### src/rtl/seg_display_arbiter_pkg.sv
// Shared types and constants for the 7-segment display arbiter.
// Holds the FSM state encoding, the display data width and the index-width helper.
package disp_arb_pkg;

    localparam int DATA_W = 8;

    typedef enum logic {
        IDLE = 1'b0,
        SHOW = 1'b1
    } state_t;

    // Width of a requester index; a single requester still needs one bit.
    function automatic int idx_width(input int n);
        return (n > 1) ? $clog2(n) : 1;
    endfunction

endpackage

### src/rtl/seg_display_arbiter_if.sv
// Request/display bundle between the requesters, the arbiter and the display mux.
// The master side drives requests and clear; the slave side is the arbiter.
interface seg_display_arbiter_if #(
    parameter int NUM_REQ = 4
);
    import disp_arb_pkg::*;

    localparam int IDX_W = idx_width(NUM_REQ);

    logic [NUM_REQ-1:0]        req_valid;
    logic [DATA_W*NUM_REQ-1:0] req_data;
    logic [NUM_REQ-1:0]        req_ready;
    logic                      clear;
    logic [DATA_W-1:0]         disp_value;
    logic [IDX_W-1:0]          disp_src;
    logic                      disp_blank;
    logic                      busy;

    modport master (
        output req_valid, req_data, clear,
        input  req_ready, disp_value, disp_src, disp_blank, busy
    );

    modport slave (
        input  req_valid, req_data, clear,
        output req_ready, disp_value, disp_src, disp_blank, busy
    );

endinterface

### src/rtl/seg_display_arbiter_rr_pick.sv
// Combinational round-robin picker: first valid requester at or after i_start,
// wrapping modulo NUM_REQ, returned both one-hot and as a binary index.
module rr_pick
    import disp_arb_pkg::*;
#(
    parameter int NUM_REQ = 4,
    parameter int IDX_W   = idx_width(NUM_REQ)
) (
    input  logic [NUM_REQ-1:0] i_valid,
    input  logic [IDX_W-1:0]   i_start,
    output logic [NUM_REQ-1:0] o_grant,
    output logic [IDX_W-1:0]   o_idx,
    output logic               o_any_valid
);

    int               w_pos;
    logic [IDX_W-1:0] w_pos_idx;

    always_comb begin
        // NOTE: every output gets a default before the search so no latch is inferred.
        o_grant     = '0;
        o_idx       = '0;
        o_any_valid = 1'b0;
        w_pos       = 0;
        w_pos_idx   = '0;
        for (int k = 0; k < NUM_REQ; k++) begin
            w_pos = int'(i_start) + k;
            if (w_pos >= NUM_REQ) begin
                w_pos = w_pos - NUM_REQ;
            end
            w_pos_idx = IDX_W'(w_pos);
            if (!o_any_valid && i_valid[w_pos_idx]) begin
                o_any_valid          = 1'b1;
                o_grant[w_pos_idx]   = 1'b1;
                o_idx                = w_pos_idx;
            end
        end
    end

endmodule

### src/rtl/seg_display_arbiter.sv
// Shares the two-digit display between NUM_REQ requesters in round-robin order,
// holding each accepted value for at least HOLD_CYCLES cycles.
module seg_display_arbiter
    import disp_arb_pkg::*;
#(
    parameter int NUM_REQ     = 4,
    parameter int HOLD_CYCLES = 50_000_000
) (
    input  logic                  clk,
    input  logic                  rst,
    seg_display_arbiter_if.slave  bus
);

    localparam int IDX_W  = idx_width(NUM_REQ);
    localparam int HOLD_W = $clog2(HOLD_CYCLES + 1);

    state_t              r_state;
    logic [DATA_W-1:0]   r_disp_value;
    logic [IDX_W-1:0]    r_disp_src;
    logic                r_disp_blank;
    logic                r_busy;
    logic [IDX_W-1:0]    r_rr_ptr;
    logic [HOLD_W-1:0]   r_hold_cnt;

    logic [NUM_REQ-1:0]  w_grant;
    logic [IDX_W-1:0]    w_grant_idx;
    logic                w_any_valid;
    logic                w_arb_en;
    logic [IDX_W-1:0]    w_next_ptr;
    logic [DATA_W-1:0]   w_sel_data;

    rr_pick #(
        .NUM_REQ (NUM_REQ),
        .IDX_W   (IDX_W)
    ) u_rr_pick (
        .i_valid     (bus.req_valid),
        .i_start     (r_rr_ptr),
        .o_grant     (w_grant),
        .o_idx       (w_grant_idx),
        .o_any_valid (w_any_valid)
    );

    // Grants only exist in IDLE, and never while clear or reset is asserted.
    assign w_arb_en      = (r_state == IDLE) && !bus.clear && !rst;
    assign bus.req_ready = w_arb_en ? w_grant : '0;

    assign w_next_ptr = (w_grant_idx == IDX_W'(NUM_REQ - 1)) ? '0 : w_grant_idx + IDX_W'(1);
    assign w_sel_data = bus.req_data[w_grant_idx*DATA_W +: DATA_W];

    // NOTE: all state here is updated with non-blocking assignments so every register samples pre-edge values.
    always_ff @(posedge clk or posedge rst) begin
        if (rst) begin
            r_state      <= IDLE;
            r_disp_value <= '0;
            r_disp_src   <= '0;
            r_disp_blank <= 1'b1;
            r_busy       <= 1'b0;
            r_rr_ptr     <= '0;
            r_hold_cnt   <= '0;
        end else if (bus.clear) begin
            r_state      <= IDLE;
            r_disp_blank <= 1'b1;
            r_busy       <= 1'b0;
            r_hold_cnt   <= '0;
        end else begin
            case (r_state)
                IDLE: begin
                    if (w_any_valid) begin
                        r_disp_value <= w_sel_data;
                        r_disp_src   <= w_grant_idx;
                        r_disp_blank <= 1'b0;
                        r_busy       <= 1'b1;
                        r_rr_ptr     <= w_next_ptr;
                        r_hold_cnt   <= HOLD_W'(HOLD_CYCLES - 1);
                        r_state      <= SHOW;
                    end
                end
                SHOW: begin
                    if (r_hold_cnt == '0) begin
                        r_busy  <= 1'b0;
                        r_state <= IDLE;
                    end else begin
                        r_hold_cnt <= r_hold_cnt - HOLD_W'(1);
                    end
                end
                default: begin
                    r_state <= IDLE;
                    r_busy  <= 1'b0;
                end
            endcase
        end
    end

    assign bus.disp_value = r_disp_value;
    assign bus.disp_src   = r_disp_src;
    assign bus.disp_blank = r_disp_blank;
    assign bus.busy       = r_busy;

endmodule

### src/flat_wrapper.sv
// flat-port wrapper written by rule: the top's interface ports become plain ports
module seg_display_arbiter_flat import disp_arb_pkg::*;
#(
    parameter int NUM_REQ     = 4,
    parameter int HOLD_CYCLES = 50_000_000
)
  (clk, rst, bus_req_valid, bus_req_data, bus_clear, bus_req_ready, bus_disp_value, bus_disp_src, bus_disp_blank, bus_busy);
  seg_display_arbiter_if #(.NUM_REQ(NUM_REQ)) bus_i ();
  input  logic clk;
  input  logic rst;
  input wire logic [$bits(bus_i.req_valid)-1:0] bus_req_valid;
  input wire logic [$bits(bus_i.req_data)-1:0] bus_req_data;
  input wire logic [$bits(bus_i.clear)-1:0] bus_clear;
  output wire logic [$bits(bus_i.req_ready)-1:0] bus_req_ready;
  output wire logic [$bits(bus_i.disp_value)-1:0] bus_disp_value;
  output wire logic [$bits(bus_i.disp_src)-1:0] bus_disp_src;
  output wire logic [$bits(bus_i.disp_blank)-1:0] bus_disp_blank;
  output wire logic [$bits(bus_i.busy)-1:0] bus_busy;
  assign bus_i.req_valid = bus_req_valid;
  assign bus_i.req_data = bus_req_data;
  assign bus_i.clear = bus_clear;
  assign bus_req_ready = bus_i.req_ready;
  assign bus_disp_value = bus_i.disp_value;
  assign bus_disp_src = bus_i.disp_src;
  assign bus_disp_blank = bus_i.disp_blank;
  assign bus_busy = bus_i.busy;
  seg_display_arbiter #(.NUM_REQ(NUM_REQ), .HOLD_CYCLES(HOLD_CYCLES)) u_core (.clk(clk), .rst(rst), .bus(bus_i));
endmodule
### config.mk
export PLATFORM = sky130hd
export DESIGN_NAME = seg_display_arbiter_flat
export DESIGN_NICKNAME = d
export VERILOG_FILES = /design/src/rtl/seg_display_arbiter_pkg.sv /design/src/rtl/seg_display_arbiter_if.sv /design/src/rtl/seg_display_arbiter_rr_pick.sv /design/src/rtl/seg_display_arbiter.sv /design/src/flat_wrapper.sv
export SDC_FILE = /design/constraint.sdc
export NUM_CORES = 1
export LEC_CHECK = 0
export BUFFER_PORTS_ARGS = -buffer_cell sky130_fd_sc_hd__buf_2
export CAP_MARGIN = 20
export CORE_MARGIN = 2
export CORE_UTILIZATION = 35
export DETAILED_ROUTE_END_ITERATION = 7
export GPL_TIMING_DRIVEN = 0
export MAX_ROUTING_LAYER = met4
export PLACE_DENSITY = 0.53
export SYNTH_ARGS = -nofsm -noshare
export SYNTH_HDL_FRONTEND = slang
export SYNTH_SLANG_ARGS = --single-unit
### constraint.sdc
create_clock -name clk -period 5 [get_ports clk]
set_input_delay 0.25 -clock clk [delete_from_list [all_inputs] [get_ports clk]]
set_output_delay 0.25 -clock clk [all_outputs]
set_load 0.02 [all_outputs]
==> metrics.txt, run 1 <==
Power Density=421 mW/mm2; die height=about 96 um; Setup crit start kind=flip-flop; clock tree sinks=slightly above 40; warnings from Yosys=0; Vias=2718; ys async rst share=100%; Remaining DRCs=0; cell family with most CP delay=multiplexers; worst ir drop on vdd=0.229 mV; GRT Util Overall=between 10% and 20%; most frequent cells in the layout=buf_2, dfrtp_1, nor2_1; Largest stage delay, worst path=just over 0.6 ns; synthesized instance count=338; worst reg-to-reg setup slack=1.39 ns; Rows=33; First-pass DRT Iterations=4; hold depth=3; CTS Buf Count=5; setup TNS=0 ns; Placed Area=roughly 0.0034 mm2; FF-to-FF End=u_core.bus.disp_value[0]; CTS tree=done; FF-to-FF Start=u_core.r_rr_ptr[0]; largest net degree at the start of global routing=42; # diodes=0; clock latency on the worst-skew pair=0.30 ns; DPL Wire Length=5.62 mm; Vias/cell=5.37; post_cts resized=0; Slew @ Worst Pin=0.648 ns; Max-Slew Margin vs Limit=56.4%; CP Cell Sequence=clkbuf_1 > inv_1 > ha_1 > buf_2 > mux4_2 > a21o_1 > nand2_2 > o21a_1 > buf_4 > mux2_2 > a221o_1; Crit. End Element=flip-flop; Clock Path Buffers=2; Hold Startpoint=bus_req_data[4]; fmax=about 280 MHz; IO Count=55; mapped cell area=0.00296 mm2; syn avg cell area=approximately 9 um2; hold-fix buffer count after cts=1; share of the yosys chip area belonging to registers=34.7%; first-pass GRT wire length=12.9 mm; vias in the first global route=2690; initial antenna violation count=0; clock skew=roughly 0.0091 ns; Critical Path AT=3.80 ns; ys flop type=dfrtp_1; commonest non-fill, non-tap cell in the layout=buf_2; WP buf/inv=4; flops & latches, synth=between 40 and 50; number of enable flip-flop cells after synthesis=0; status=completed; CTS root buffer=clkbuf_8; Final period util=72.3%; # H-tree levels=2; max cap viols=0; Fin. Hold Viols=0; HP Class=input pin to flip-flop; Crit Path Category=flip-flop to flip-flop; GP Congestion=0.873; area of the core=approximately 0.0082 mm2; Setup-failing EPs final=0; DR iter-0 viols=162; clock period minus worst slack=3.61 ns; layout cells sized above 1=22.9%; Reg clk slew, reported paths=0.08 ns; Core Util, Final=42.6%; Final nets=between 400 and 500; WHS Endpoint=u_core.bus.disp_value[4]; crit path max fanout=10; FF-to-FF path depth=11; setup repair after global routing missed its margin=false; Lkg Pwr=0.00148 uW; GRT Residual Overflow=0; pins over their slew limit=0; fin area=0.00350 mm2; Initial Util=36.0%; PortBufs=between 50 and 60; Die Width=around 96 um; Distinct cells, synth=57; post-CTS setup buffer count=0; CP max stage cell=mux4_2; syn_nets=386; area delta synth->final=18.4%; die area=a little over 0.009 mm2; WP data required=5.18 ns; post-route ant nets=0; WL final=7.62 mm; wire per inst=15.1 um
-- logic make-up (layout without fill, tap and decap cells) --
family	after synthesis	in the layout	synth area share, %
compound gates	82	82	20.0
xor+xnor	8	8	2.37
fa+ha+maj	9	9	3.81
buf+inv	40	103	5.46
flops	41	41	34.7
mux	27	27	10.6
simple gates	131	131	23.1
-- synthesized netlist by cell type (5+ instances only) --
cell type / instances / area share (%)
o211ai_1: 7 / 1.8
xnor2_1: 7 / 2.1
a211oi_1: 6 / 1.5
mux2_2: 13 / 4.9
nor2_1: 33 / 4.2
buf_2: 5 / 0.85
clkbuf_1: 19 / 2.4
nand2_1: 28 / 3.6
a311oi_1: 9 / 2.7
nor4_1: 9 / 1.9
ha_1: 9 / 3.8
o22ai_1: 14 / 3.0
o21ai_0: 5 / 0.85
inv_1: 13 / 1.6
or3_1: 11 / 2.3
mux2i_1: 11 / 3.7
a221o_1: 5 / 1.7
a21oi_1: 12 / 2.0
dfrtp_1: 40 / 34
nor3_1: 14 / 2.4
nand2b_1: 7 / 1.5
-- per-layer routing --
metal  global-route usage, %  vias up  routed length (um)
met5                       -        -                   0
met4                    3.81        0                  56
met3                    4.39        6                 334
met2                    27.5       59                3340
met1                    25.4     1283                3890
li1                        -     1370                   -
-- where the power goes --
| group | switching, uW | leakage (uW) | internal, uW | total (uW) |
|---|---|---|---|---|
| clock | 120 | 0.0000585 | 163 | 283 |
| combinational | 422 | 0.000903 | 328 | 750 |
| sequential | 47.1 | 0.000518 | 393 | 440 |
-- through the flow --
| step | cells | hold slack (ns) | setup slack, ns | total power [uW] |
|---|---|---|---|---|
| CTS | 506 | 0.247 | 1.38 | 1480 |
| global route | 506 | 0.260 | 1.17 | 1590 |
| floorplan | 338 | 0.448 | 1.81 | 1010 |
| global placement | 496 | 0.474 | 1.44 | 1190 |
| finish | 506 | 0.254 | 1.39 | 1470 |
| detailed placement | 497 | 0.314 | 1.39 | 1190 |
-- worst reg2reg max path: cells and delay by family (launching register included) --
family	cells	cell delay (ns)
mux	2	0.97
buf+inv	4	0.88
flops	1	0.43
compound gates	3	0.73
simple gates	1	0.17
fa+ha+maj	1	0.32
-- flip-flops by register name, summed over array words and instances, names as in the netlist --
register	count
u_core.bus.disp_src	2
u_core.r_rr_ptr	2
u_core.bus.disp_blank	1
u_core.r_hold_cnt	26
u_core.bus.busy	1
u_core.bus.disp_value	8
u_core.r_state	1
-- area by class of cell --
class / instances / area [um2]
timing repair buffer: 55 / 295
fill: 842 / 4720
clock buffer: 7 / 86.3
buffer: 27 / 113
inverter: 13 / 48.8
multi-input combinational: 257 / 1770
sequential: 41 / 1030
clock inverter: 1 / 30.0
tap: 105 / 131
-- worst max path at each step --
stage	start	to	slack, ns	depth (start not counted)
3_5_place_dp	u_core.r_rr_ptr[0]	u_core.bus.disp_value[0]	1.39	11
5_1_grt	u_core.r_rr_ptr[0]	bus_req_ready[3]	1.17	10
4_1_cts	u_core.r_rr_ptr[0]	u_core.bus.disp_value[0]	1.38	11
6_report	u_core.r_rr_ptr[0]	u_core.bus.disp_value[0]	1.39	11
3_3_place_gp	u_core.r_rr_ptr[0]	u_core.bus.disp_value[7]	1.44	11
2_1_floorplan	u_core.r_rr_ptr[0]	u_core.bus.disp_value[0]	1.81	11
Power figures use the tool's default switching activity.
==> run 2, diff against run 1 <==
PLACE_DENSITY = 0.55   (was 0.53)
clock period = 3.1 ns   (was 5 ns; I/O delays follow)
==> metrics.txt, run 2 (synthesized netlist as in run 1, its figures left out) <==
Critical Path AT=2.81 ns (-0.99 ns); largest net degree at the start of global routing=40 (-4.8%); Vias=2800 (+3.0%); clock period minus worst slack=2.96 ns; PortBufs=53 (unchanged); Rows=33 (unchanged); WL final=7.89 mm (+3.5%); crit path max fanout=8 (-2); first-pass GRT wire length=13.3 mm (+3.4%); Final nets=458 (+2.2%); DPL Wire Length=5.66 mm (+0.80%); fmax=around 340 MHz; WHS Endpoint=u_core.bus.disp_value[3]; First-pass DRT Iterations=4 (unchanged); Lkg Pwr=0.00153 uW (+3.5%); Crit Path Category=flip-flop to output port; area delta synth->final=21.3%; wire per inst=15.3 um (+1.5%); CTS Buf Count=5 (unchanged); Clock Path Buffers=2 (unchanged); IO Count=55 (unchanged); worst reg-to-reg setup slack=0.19 ns (-1.20 ns); # H-tree levels=2 (unchanged); Crit. End Element=output port; Final period util=95.6%; worst ir drop on vdd=0.394 mV (+72%); clock tree sinks=41 (unchanged); commonest non-fill, non-tap cell in the layout=buf_2; Reg clk slew, reported paths=0.08 ns (about the same); area of the core=0.00822 mm2 (unchanged); most frequent cells in the layout=buf_2, dfrtp_1, nor2_1; GRT Util Overall=19.0% (+0.66 points); clock latency on the worst-skew pair=0.30 ns (about the same); post-route ant nets=0 (unchanged); vias in the first global route=2708 (+0.67%); Fin. Hold Viols=0 (unchanged); CTS tree=done; max cap viols=0 (unchanged); Core Util, Final=43.7% (+1.1 points); Initial Util=36.0% (unchanged); FF-to-FF End=u_core.bus.disp_value[5]; CTS root buffer=clkbuf_8; Setup-failing EPs final=0 (unchanged); hold depth=3 (unchanged); Power Density=686 mW/mm2 (+63%); WP data required=2.94 ns (-2.24 ns); die height=95.9 um (unchanged); Hold Startpoint=bus_req_data[3]; Vias/cell=5.43 (+1.0%); layout cells sized above 1=26.0% (+3.1 points); Setup crit start kind=flip-flop; initial antenna violation count=0 (unchanged); setup repair after global routing missed its margin=false; GRT Residual Overflow=0 (unchanged); Remaining DRCs=0 (unchanged); FF-to-FF path depth=11 (unchanged); max FFs per register=26 (unchanged); FF-to-FF Start=u_core.r_rr_ptr[1]; clock skew=0.00952 ns (+0.000420 ns); largest reg by FF count=u_core.r_hold_cnt; die area=0.00920 mm2 (unchanged); GP Congestion=0.855 (-2.0%); HP Class=input pin to flip-flop; DR iter-0 viols=148 (-8.6%); Max-Slew Margin vs Limit=53.5% (-2.9 points); # diodes=0 (unchanged); status=completed; Power Total=2460 uW (+67%); pins over their slew limit=0 (unchanged); Die Width=95.9 um (unchanged); Slew @ Worst Pin=0.691 ns (+0.0430 ns)
==> run 2: changes by cell type in the layout (fill, tap and decap cells not counted), moves of 2 or more <==
cell,change
buf_4,+10
clkinvlp_4,+2
clkinv_2,+2
clkbuf_1,-2
buf_6,+3
buf_2,-2
==> run 2: what timing repair did <==
action | in CTS | in global routing
hold endpoints to repair | 40 | 0
hold buffers | 1 | 0
gates resized for setup | 6 | 7
setup buffers | 4 | 6
endpoints found under the setup margin | 13 | 10
==> run 2: per-layer routing <==
layer	vias to the layer above	track usage, %	routed length, um
li1	1398	-	-
met1	1330	26.4	3930
met2	65	29.5	3560
met3	7	2.98	333
met4	0	4.05	59
met5	-	-	0
==> run 2: worst max path at each step <==
stage                            start  slack [ns]  cells after the start                  endpoint
floorplan           u_core.r_rr_ptr[0]        0.01                     11  u_core.bus.disp_value[0]
global placement    u_core.r_rr_ptr[0]       -0.32                     11  u_core.bus.disp_value[5]
detailed placement  u_core.r_rr_ptr[0]       -0.35                     11  u_core.bus.disp_value[5]
CTS                 u_core.r_rr_ptr[0]       0.004                     10          bus_req_ready[1]
global route        u_core.r_rr_ptr[1]        0.05                     11          bus_req_ready[1]
finish              u_core.r_rr_ptr[1]        0.14                     11          bus_req_ready[1]
==> run 2: final cells by class <==
cell class                 instances  area [um2]
sequential                        41        1030
timing repair buffer              65         370
clock buffer                       5        68.8
tap                              105         131
multi-input combinational        257        1790
inverter                          13        52.6
clock inverter                     3        17.5
fill                             825        4630
buffer                            27         133
==> run 2: metrics by stage <==
step / instance area, um2 / TNS, ns / instances / hold slack [ns] / setup slack, ns
final: 3590 / 0 / 516 / 0.168 / 0.137
after global routing: 3590 / 0 / 516 / 0.168 / 0.0454
after CTS: 3520 / 0 / 510 / 0.161 / 0.00385
after detailed placement: 3380 / -1.66 / 497 / 0.0276 / -0.349
after global placement: 3360 / -1.43 / 496 / 0.472 / -0.323
after floorplan: 2960 / 0 / 338 / 0.353 / 0.0115
==> run 2: where the power goes <==
group	total, uW	leakage, uW	switching, uW	internal, uW
Clock	353	0.0000439	198	156
Sequential	701	0.000518	67.1	634
Combinational	1410	0.000969	740	668
Total	2460	0.00153	1010	1460
==> run 2: critical path, cell delays in order (launching register included) <==
cell and delay [ns]:
dfrtp_1 0.37, buf_6 0.14, inv_1 0.09, ha_1 0.29
buf_4 0.15, mux4_2 0.53, buf_4 0.17, nor2b_4 0.18
a22o_1 0.16, mux2i_1 0.07, a21oi_1 0.19, buf_2 0.19
==> run 3, diff against run 2 <==
CORE_UTILIZATION = 45   (was 35)
PLACE_DENSITY = 0.67   (was 0.55)
==> metrics.txt, run 3 (synthesized netlist as in run 1, its figures left out) <==
wire per inst=15.5 um (+1.2%); Largest stage delay, worst path=0.54 ns (about the same); Setup-failing EPs final=0 (unchanged); Power Density=693 mW/mm2 (+1.0%); HP Class=input pin to async pin; die height=85.1 um (-11%); CP Cell Sequence=buf_6 > inv_1 > ha_1 > buf_4 > mux4_2 > a21o_1 > nand2_4 > o21a_1 > buf_6 > mux2_2 > a221o_1; clock latency on the worst-skew pair=0.31 ns (about the same); CTS root buffer=clkbuf_8; most frequent cells in the layout=buf_2, dfrtp_1, nor2_1; Clock power frac=14.3% (about the same); clock period minus worst slack=2.95 ns (-0.0141 ns); worst hold slack=0.0263 ns (-0.141 ns); CTS tree=done; Crit. End Element=flip-flop; WP data required=3.28 ns (+0.34 ns); die area=0.00724 mm2 (-21%); CTS Buf Count=5 (unchanged); Setup crit start kind=flip-flop; largest net degree at the start of global routing=42 (+5.0%); Clock Path Buffers=2 (unchanged); Crit Path Category=flip-flop to flip-flop; crit path max fanout=8 (unchanged); Final nets=455 (-0.66%); Remaining DRCs=0 (unchanged); Max-Slew Margin vs Limit=41.5% (-12 points); IO Count=55 (unchanged); Core Util, Final=55.1% (+11 points); worst reg-to-reg setup slack=0.15 ns (-0.04 ns); max FFs per register=26 (unchanged); Top cell by count, worst path=buf_6; initial antenna violation count=0 (unchanged); Psw=982 uW (-2.3%); worst ir drop on vdd=0.383 mV (-2.7%); Slew @ Worst Pin=0.876 ns (+0.185 ns); # H-tree levels=2 (unchanged); Final period util=95.1% (-0.45 points); P_int=1440 uW (-0.95%); WL final=7.51 mm (-4.9%); setup repair after global routing missed its margin=false; CP startpoint=u_core.r_rr_ptr[1]; Fin. Hold Viols=0 (unchanged); DPL Wire Length=5.46 mm (-3.5%); combinational share of power=56.7% (-0.5 points); FF-to-FF End=u_core.bus.disp_value[5]; Switching Fraction=40.5% (-0.32 points); post-route ant nets=0 (unchanged); Flop pwr share=29.0% (+0.5 points); area delta synth->final=18.3%; FF-to-FF Start=u_core.r_rr_ptr[1]; DR iter-0 viols=262 (+77%); PortBufs=53 (unchanged); layout cells sized above 1=25.2% (-0.79 points); Vias/cell=5.84 (+7.7%); first-pass GRT wire length=12.9 mm (-3.4%); Reg clk slew, reported paths=0.09 ns (about the same); Initial Util=46.6% (+11 points); area of the core=0.00635 mm2 (-23%); Vias=2834 (+1.2%); # diodes=0 (unchanged); First-pass DRT Iterations=4 (unchanged); GRT Util Overall=22.6% (+3.6 points); FF-to-FF path depth=11 (unchanged); Rows=29 (-12%); status=completed; GRT Residual Overflow=0 (unchanged); Lkg Pwr=0.00151 uW (-1.1%); commonest non-fill, non-tap cell in the layout=buf_2; vias in the first global route=2687 (-0.78%); fmax=339 MHz (+0.48%); pins over their slew limit=0 (unchanged); Die Width=85.1 um (-11%); CP max stage cell=mux4_2; GP Congestion=0.871 (+1.8%); Critical Path AT=3.13 ns (+0.32 ns); largest reg by FF count=u_core.r_hold_cnt; clock skew=0.0116 ns (+0.00205 ns); clock tree sinks=41 (unchanged); max cap viols=0 (unchanged)
-- run 3: metal layers --
metal	wire (um)	global-route usage, %	vias to the layer above
met5	0	-	-
li1	-	-	1399
met1	3530	31.2	1342
met3	396	3.79	10
met4	111	6.93	0
met2	3470	34.2	83
-- run 3: how the worst max path moves through the flow --
stage | to | slack [ns]
floorplan | u_core.bus.disp_value[0] | 0.01
global placement | u_core.bus.disp_value[5] | -0.30
detailed placement | u_core.bus.disp_value[7] | -0.30
CTS | u_core.bus.disp_value[5] | 0.02
global route | bus_req_ready[0] | 0.009
finish | u_core.bus.disp_value[5] | 0.15
-- run 3: area by class of cell --
cell class / instances / area, um2
plain buffers: 27 / 129
clock buffers: 6 / 72.6
clock inverters: 2 / 10.0
fillers: 584 / 2850
inverters: 13 / 48.8
multi-input cells: 257 / 1780
flip-flops and latches: 41 / 1030
well taps: 77 / 96.3
repair buffers: 62 / 333
-- run 3: power by group through the flow --
stage          Clock (uW)  Combinational [uW]  Sequential [uW]
3_5_place_dp            0                1190              718
2_1_floorplan           0                 839              785
5_1_grt               376                1510              714
4_1_cts               358                1270              700
3_3_place_gp            0                1170              720
6_report              347                1370              704
-- run 3: stage by stage --
stage / total power (uW) / setup TNS, ns / instances / cell area (um2) / setup WS (ns)
after floorplan: 1620 / 0 / 338 / 2960 / 0.0115
after global placement: 1890 / -1.33 / 468 / 3320 / -0.304
after detailed placement: 1910 / -1.32 / 468 / 3320 / -0.303
after CTS: 2330 / 0 / 479 / 3440 / 0.0214
after global routing: 2600 / 0 / 485 / 3500 / 0.00944
final: 2430 / 0 / 485 / 3500 / 0.151
-- run 3: critical path, delay by kind of cell, from the launching register on --
kind	cells	cell delay [ns]
compound gates	3	0.69
fa+ha+maj	1	0.28
buf+inv	4	0.54
flops	1	0.38
mux	2	0.87
simple gates	1	0.07
-- run 3: what timing repair did --
action / 4_1_cts / 5_1_grt
hold buffers: 0 / 0
setup buffers: 3 / 6
pin swaps: 0 / 0
endpoints found under the setup margin: 10 / 9
resized for setup: 5 / 7
